<file path="src/rtl/cpu_pkg.sv">
// Shared CPU definitions: instruction opcodes, program-loader FSM states and
// the default memory geometry used by the loader.
package cpu_pkg;

   localparam int DEFAULT_DATA_W = 8;
   localparam int DEFAULT_ADDR_W = 5;

   localparam logic [2:0] HLT = 3'b000;
   localparam logic [2:0] SKZ = 3'b001;
   localparam logic [2:0] ADD = 3'b010;
   localparam logic [2:0] AND = 3'b011;
   localparam logic [2:0] XOR = 3'b100;
   localparam logic [2:0] LDA = 3'b101;
   localparam logic [2:0] STO = 3'b110;
   localparam logic [2:0] JMP = 3'b111;

   typedef enum logic [1:0] {
      ST_IDLE  = 2'd0,
      ST_LOAD  = 2'd1,
      ST_CHECK = 2'd2,
      ST_RUN   = 2'd3
   } loader_state_e;

   // Opcode field of a memory word at the default width.
   function automatic logic [2:0] opcode_of(input logic [DEFAULT_DATA_W-1:0] word);
      return word[DEFAULT_DATA_W-1 -: 3];
   endfunction

endpackage

</file>
<file path="src/rtl/loader_addr_ctr.sv">
// Write-address pointer that wraps modulo DEPTH, plus a payload word counter
// whose terminal-count flag marks the accept that completes the payload.
module loader_addr_ctr #(
   parameter int ADDR_W = 5,
   parameter int DEPTH  = 2**ADDR_W
) (
   input  logic              clock,
   input  logic              reset,
   input  logic              start,
   input  logic              inc,
   input  logic [ADDR_W-1:0] base,
   input  logic [ADDR_W:0]   target,
   output logic [ADDR_W-1:0] ptr,
   output logic              last
);

   logic [ADDR_W:0]   words;
   logic [ADDR_W:0]   target_q;
   logic [ADDR_W-1:0] ptr_next;

   assign ptr_next = (ptr == ADDR_W'(DEPTH - 1)) ? '0 : ptr + 1'b1;

   // High while the word about to be accepted is the final payload word.
   assign last = ((words + 1'b1) == target_q);

   always_ff @(posedge clock) begin
      if (!reset) begin
         ptr      <= '0;
         words    <= '0;
         target_q <= '0;
      end else if (start) begin
         ptr      <= base;
         words    <= '0;
         target_q <= target;
      end else if (inc) begin
         ptr      <= ptr_next;
         words    <= words + 1'b1;
      end
   end

endmodule

</file>
<file path="src/rtl/prog_loader.sv">
// Program loader: streams words from data_in into CPU memory, then releases the core.
// Define PROG_LOADER_CHECKSUM_EN to require a trailing checksum word before release.
module prog_loader
   import cpu_pkg::*;
#(
   parameter int DATA_W = DEFAULT_DATA_W,
   parameter int ADDR_W = DEFAULT_ADDR_W,
   parameter int DEPTH  = 2**ADDR_W
) (
   input  logic              clock,
   input  logic              reset,
   input  logic              load,
   input  logic [ADDR_W-1:0] base_addr,
   input  logic [ADDR_W:0]   count,
   input  logic              in_valid,
   output logic              in_ready,
   input  logic [DATA_W-1:0] data_in,
   output logic              mem_we,
   output logic [ADDR_W-1:0] mem_addr,
   output logic [DATA_W-1:0] mem_wdata,
   output logic              busy,
   output logic              done,
   output logic              cpu_run,
   output logic              err,
   output loader_state_e     dbg_state
);

   // Handshake: a word transfers on any rising edge where in_valid and in_ready
   // are both 1. in_ready is a register driven from state alone, so the producer
   // may hold in_valid/data_in until it sees the transfer; in_valid is ignored
   // whenever in_ready is 0.

   loader_state_e     state;
   logic              load_q;
   logic              load_rise;
   logic              start;
   logic              accept;
   logic              inc;
   logic              last;
   logic [ADDR_W-1:0] ptr;

`ifdef PROG_LOADER_CHECKSUM_EN
   localparam logic CHECK_READY = 1'b1;
   logic [DATA_W-1:0] sum;
   logic [DATA_W-1:0] total;
   assign total = sum + data_in;
`else
   localparam logic CHECK_READY = 1'b0;
`endif

   // Sessions start on a rising load so a level held through RUN or a failed
   // check does not immediately relaunch.
   assign load_rise = load & ~load_q;
   assign start     = load_rise && ((state == ST_IDLE) || (state == ST_RUN));
   assign accept    = in_valid & in_ready;
   assign inc       = accept && (state == ST_LOAD);
   assign dbg_state = state;

   loader_addr_ctr #(
      .ADDR_W (ADDR_W),
      .DEPTH  (DEPTH)
   ) u_addr_ctr (
      .clock  (clock),
      .reset  (reset),
      .start  (start),
      .inc    (inc),
      .base   (base_addr),
      .target (count),
      .ptr    (ptr),
      .last   (last)
   );

   always_ff @(posedge clock) begin
      if (!reset) begin
         state     <= ST_IDLE;
         load_q    <= 1'b0;
         in_ready  <= 1'b0;
         mem_we    <= 1'b0;
         mem_addr  <= '0;
         mem_wdata <= '0;
         busy      <= 1'b0;
         done      <= 1'b0;
         cpu_run   <= 1'b0;
         err       <= 1'b0;
`ifdef PROG_LOADER_CHECKSUM_EN
         sum       <= '0;
`endif
      end else begin
         load_q <= load;
         mem_we <= 1'b0;
         done   <= 1'b0;

         // A word accepted on the abort edge is still committed.
         if (inc) begin
            mem_we    <= 1'b1;
            mem_addr  <= ptr;
            mem_wdata <= data_in;
`ifdef PROG_LOADER_CHECKSUM_EN
            sum       <= sum + data_in;
`endif
         end

         case (state)
            ST_IDLE, ST_RUN: begin
               if (start) begin
                  err     <= 1'b0;
                  cpu_run <= 1'b0;
                  busy    <= 1'b1;
`ifdef PROG_LOADER_CHECKSUM_EN
                  sum     <= '0;
`endif
                  if (count == '0) begin
                     state    <= ST_CHECK;
                     in_ready <= CHECK_READY;
                  end else begin
                     state    <= ST_LOAD;
                     in_ready <= 1'b1;
                  end
               end
            end

            ST_LOAD: begin
               if (!load) begin
                  state    <= ST_IDLE;
                  in_ready <= 1'b0;
                  busy     <= 1'b0;
                  err      <= 1'b1;
               end else if (accept && last) begin
                  state    <= ST_CHECK;
                  in_ready <= CHECK_READY;
               end
            end

            ST_CHECK: begin
               if (!load) begin
                  state    <= ST_IDLE;
                  in_ready <= 1'b0;
                  busy     <= 1'b0;
                  err      <= 1'b1;
               end else begin
`ifdef PROG_LOADER_CHECKSUM_EN
                  // The checksum word is consumed here and never reaches memory.
                  if (accept) begin
                     in_ready <= 1'b0;
                     busy     <= 1'b0;
                     if (total == '0) begin
                        state   <= ST_RUN;
                        cpu_run <= 1'b1;
                        done    <= 1'b1;
                     end else begin
                        state   <= ST_IDLE;
                        err     <= 1'b1;
                     end
                  end
`else
                  state    <= ST_RUN;
                  in_ready <= 1'b0;
                  busy     <= 1'b0;
                  cpu_run  <= 1'b1;
                  done     <= 1'b1;
`endif
               end
            end

            default: begin
               state    <= ST_IDLE;
               in_ready <= 1'b0;
               busy     <= 1'b0;
               cpu_run  <= 1'b0;
            end
         endcase
      end
   end

endmodule

</file>
<file path="config.mk">
export PLATFORM = sky130hd
export DESIGN_NAME = prog_loader
export DESIGN_NICKNAME = d
export VERILOG_FILES = /design/src/rtl/cpu_pkg.sv /design/src/rtl/loader_addr_ctr.sv /design/src/rtl/prog_loader.sv
export SDC_FILE = /design/constraint.sdc
export NUM_CORES = 1
export LEC_CHECK = 0
export BUFFER_PORTS_ARGS = -buffer_cell sky130_fd_sc_hd__buf_2
export CORE_UTILIZATION = 30
export DETAILED_ROUTE_END_ITERATION = 12
export PLACE_DENSITY = 0.46
export SLEW_MARGIN = 10
export SYNTH_ARGS = -nofsm -noshare
export SYNTH_HDL_FRONTEND = slang
export SYNTH_SLANG_ARGS = --single-unit
</file>
<file path="constraint.sdc">
create_clock -name clock -period 2.5 [get_ports clock]
set_clock_uncertainty 0.15 [all_clocks]
set_input_delay 0.5 -clock clock [delete_from_list [all_inputs] [get_ports clock]]
set_output_delay 0.5 -clock clock [all_outputs]
set_load 0.01 [all_outputs]
</file>
==> results.txt <==
* Result of the run: finished clean
- Mapped Nets: 236
- Post-synthesis sequential area ratio: 42.56%
* Actual transition at the worst max-transition pin: 0.3409 ns
- CP max stage cell: sky130_fd_sc_hd__dfxtp_1
* Data arrival, critical path: 2.05 ns
* Flop2flop setup slack: 0.52 ns
* Clock tree from TritonCTS: yes
* Deepest clock path buffer count: 2
* Area of the core region: 0.005921 mm^2
- The analysis attributes to net switching a power of 517.6 uW.
- Number of enable flip-flop cells after synthesis: 0
- The number of antenna violations at the first check in global routing came to 0.
- Share of power burned in registers: 43.3%
- Switching part of the total power: 30.25%
- Leakage power: 0.0009927 uW
* Post-CTS setup buffer count: 0
* Mean routed wirelength per cell: 12.20 um
- Setup repair after global routing left no endpoint under its margin.
* Critical register-to-register path startpoint: u_addr_ctr.words[0]$_SDFFE_PP0P_
- Initial cell density of the core: 30.98%
* Total power divided by cell area: 762.2 mW/mm^2
* Start point of the worst min-delay path: data_in[5]
- Static timing analysis puts the maximum clock frequency at 506.2 MHz.
- Max IR drop VDD: 0.2618 mV
* Floorplan row count: 28
* Internal power: 1193 uW
- Hold Slack: 0.2817 ns
- Global-route usage over all layers: 13.60%
* Post-Route WL: 4001 um
- Per report_power, the clock group accounts for 32.4% of the total.
- Of all nets on the critical path, the largest fanout is 4.
- FF+latch count, synth: 39
- After routing the design area is 0.002245 mm^2.
- In the synthesized netlist the dominant register cell turns out to be sky130_fd_sc_hd__dfxtp_1.
- Horizontal die dimension: 80.20 um
* Setup_tns: 0 ns
- The first global-routing pass estimated 6699 um of wire.
- Crit path time final: 1.975 ns
- Ports: 44
- Routability-driven placement finished with a final weighted congestion of 0.6875.
- The number of global-route vias before repair is 1407.
- Worst reg2reg path depth: 6
- After clock tree synthesis, the clock-pin slew on the worst setup and hold paths is 0.08 ns.
- CTS placed an instance of sky130_fd_sc_hd__clkbuf_8 at the clock tree root.
* Crit path cell chain: ha_1 -> and2_4 -> a211o_1 -> a31o_1 -> a31oi_4 -> mux2i_1
* Type of the worst min-delay path: input pin to register
- Counting instances, the worst hold path has a depth of 3.
- Crit path required time: 2.57 ns
- Syn Inst Count: 208
- The first detailed-routing pass ran for 4 iterations.
* Synthesized cell area: 0.001834 mm^2
- Fill cell count: 646
- Number of max-slew violations in the final report: 0
- The critical path is of the register to register type.
* I/O Buffers: 43
* Number of hold violations in the final report: 0
- The clock reaches the later pin of the worst-skew pair after 0.29 ns.
* Number of resized instances in the post-cts repair step: 0
- After detailed placement, the total cell area comes to 0.002127 mm^2.
- Overall Power: 1711 uW
- Synthesis-to-finish area growth: 22.37%
- Max capacitance violation total: 0
- Dividing the final minimum period by the clock period gives 79.02%.
- Largest stage delay on the critical path: 0.37 ns
* Hpwl dp: 2823 um
- Together, buffers and inverters on the worst path number 0.
- Counting flops with an async set or reset pin after synthesis yields a share of 0%.
- Sink count of the clock tree: 39
- Entering global routing, the biggest net connects 20 pins.
* End of the worst hold path: mem_wdata[5]$_SDFFE_PN0P_
- Total of endpoints with negative setup slack in the final report: 0
* Mean post-synth cell area: 8.819 um^2
- In this run the vertical extent of the chip is 80.20 um.
- Type of element launching the critical path: register
* Number of H-tree levels: 2
- Rel. slew slack: 77.25%
- Gate power share: 24.3%
* Count of vias placed by the detailed router: 1469
* Number of hold-repair buffers added at the cts stage: 0
* Number of remaining DRC errors: 0
- Grouping stages by cell kind, the critical path spends the most delay in compound AO/OA/AOI/OAI gates.
* Reg-to-reg endpoint: dbg_state[1]$_SDFFE_PN0P_
- After detailed routing, the number of vias per cell comes to 4.479.
* Antenna diode count: 0
* Total congestion overflow after global routing: 0
- In this run, the number of DRC markers left after iteration 0 of detailed routing was 46.
- Clock buffers created by TritonCTS: 5
- The detail route stage leaves a number of antenna-violating nets equal to 0.
- Fraction of layout cells with a size suffix above 1: 25.69%
- The worst setup path is captured at a register.
- After the last flow step, the layout net total stands at 280.
- The floorplan step defined a die boundary enclosing 0.006431 mm^2.
- Synthesis instantiated 36 different standard cells from the library.
- Yosys warns: 0
## placed cells by master (no fill, tap or decap), drive strengths merged
cell	synthesis	routed
dfxtp	39	39
nand2	44	44
o211ai	3	3
and2	5	5
nand4	1	1
nor4b	1	1
clkinv	0	1
buf	6	48
a21oi	7	7
xor2	2	2
bufinv	0	1
nor3	3	3
and3	3	3
nand3	10	10
a21boi	13	13
nor2	15	15
xnor2	10	10
nor2b	6	6
o22ai	2	2
o211a	5	5
o21ai	3	3
a211o	1	1
inv	6	6
ha	5	5
mux2i	9	9
nor4	1	1
or2	1	1
clkbuf	5	6
a31o	1	1
a31oi	1	1
## power by group through the flow
| stage | logic [uW] | clock network, uW | registers [uW] |
|---|---|---|---|
| finish | 415 | 555 | 741 |
| global route | 465 | 601 | 755 |
| CTS | 422 | 574 | 742 |
| detailed placement | 419 | 0 | 756 |
| global placement | 422 | 0 | 755 |
| floorplan | 294 | 0 | 760 |
## layout make-up
class	count	area (um^2)	area share (%)
clock buffer	6	82.58	3.679
clock inverter	2	35.03	1.561
sequential	39	780.7	34.78
multi-input combinational	152	977.2	43.53
tap	75	93.84	4.181
timing repair buffer	48	252.7	11.26
inverter	6	22.52	1.003
## synthesized netlist by cell type (2+ instances only)
cell	number	area (um^2)
sky130_fd_sc_hd__clkbuf_1	5	18.77
sky130_fd_sc_hd__inv_1	4	15.01
sky130_fd_sc_hd__nand3_1	8	40.04
sky130_fd_sc_hd__inv_2	2	7.510
sky130_fd_sc_hd__buf_2	4	20.02
sky130_fd_sc_hd__o22ai_1	2	12.51
sky130_fd_sc_hd__nand3_2	2	20.02
sky130_fd_sc_hd__nor2b_1	6	37.54
sky130_fd_sc_hd__o211a_1	5	50.05
sky130_fd_sc_hd__a21oi_1	6	30.03
sky130_fd_sc_hd__nor3_1	3	15.01
sky130_fd_sc_hd__o211ai_1	3	22.52
sky130_fd_sc_hd__xor2_1	2	17.52
sky130_fd_sc_hd__xnor2_1	9	78.83
sky130_fd_sc_hd__ha_1	5	62.56
sky130_fd_sc_hd__mux2i_1	9	90.09
sky130_fd_sc_hd__and2_1	4	25.02
sky130_fd_sc_hd__nor2_1	15	56.30
sky130_fd_sc_hd__a21boi_1	13	97.59
sky130_fd_sc_hd__o21ai_0	2	10.01
sky130_fd_sc_hd__and3_1	3	18.77
sky130_fd_sc_hd__nand2_1	44	165.2
sky130_fd_sc_hd__dfxtp_1	39	780.8
## worst max path at each step
| stage | startpoint | to | slack [ns] | cells after the start |
|---|---|---|---|---|
| finish | u_addr_ctr.words[0]$_SDFFE_PP0P_ | dbg_state[1]$_SDFFE_PN0P_ | 0.52 | 6 |
| global route | dbg_state[0]$_SDFFE_PN0P_ | u_addr_ctr.target_q[4]$_SDFFE_PN0P_ | 0.42 | 6 |
| CTS | u_addr_ctr.words[0]$_SDFFE_PP0P_ | dbg_state[1]$_SDFFE_PN0P_ | 0.53 | 6 |
| detailed placement | u_addr_ctr.words[0]$_SDFFE_PP0P_ | dbg_state[1]$_SDFFE_PN0P_ | 0.55 | 6 |
| global placement | u_addr_ctr.words[0]$_SDFFE_PP0P_ | dbg_state[1]$_SDFFE_PN0P_ | 0.60 | 6 |
| floorplan | dbg_state[0]$_SDFFE_PN0P_ | u_addr_ctr.ptr[3]$_SDFFE_PN0P_ | 0.64 | 7 |
## through the flow
stage | utilization (%) | setup WS [ns] | instances
2_1_floorplan | - | 0.6410 | 208
3_3_place_gp | 35.93 | 0.6005 | 320
3_5_place_dp | 35.93 | 0.5544 | 320
4_1_cts | 37.91 | 0.5320 | 328
5_1_grt | 37.91 | 0.4236 | 328
6_report | 37.91 | 0.5246 | 328
## worst register-to-register path: cells and delay by family (launching register included)
family	cells	cell delay [ns]
mux	1	0.22
simple gates	1	0.17
flops	1	0.37
fa+ha+maj	1	0.27
compound gates	3	0.74
## kinds of logic after synthesis
logic type / count (synthesis) / synth area share (%)
AOI/OAI and AO/OA: 36 / 15.42
DFF: 39 / 42.56
and+or+nand+nor: 90 / 23.40
adders and majority gates: 5 / 3.411
xor gates and xnor gates: 12 / 6.140
buffers and inverters: 17 / 4.161
muxes: 9 / 4.912
## sequential cells by signal (all words and copies together), names as in the netlist
signal and cells:
mem_we 1, in_ready 1, load_q 1, u_addr_ctr.target_q 6, mem_addr 5, mem_wdata 8, dbg_state 2, busy 1
done 1, cpu_run 1, u_addr_ctr.ptr 5, err 1, u_addr_ctr.words 6
## layer usage
metal / GRT usage, % / vias to the layer above / routed length, um
met4: 5.357 / 0 / 65
met1: 17.94 / 656 / 2024
li1: - / 781 / -
met3: 2.727 / 7 / 103
met5: 0 / - / 0
met2: 21.62 / 25 / 1807
Note: power is estimated with default switching activity, not from simulation.
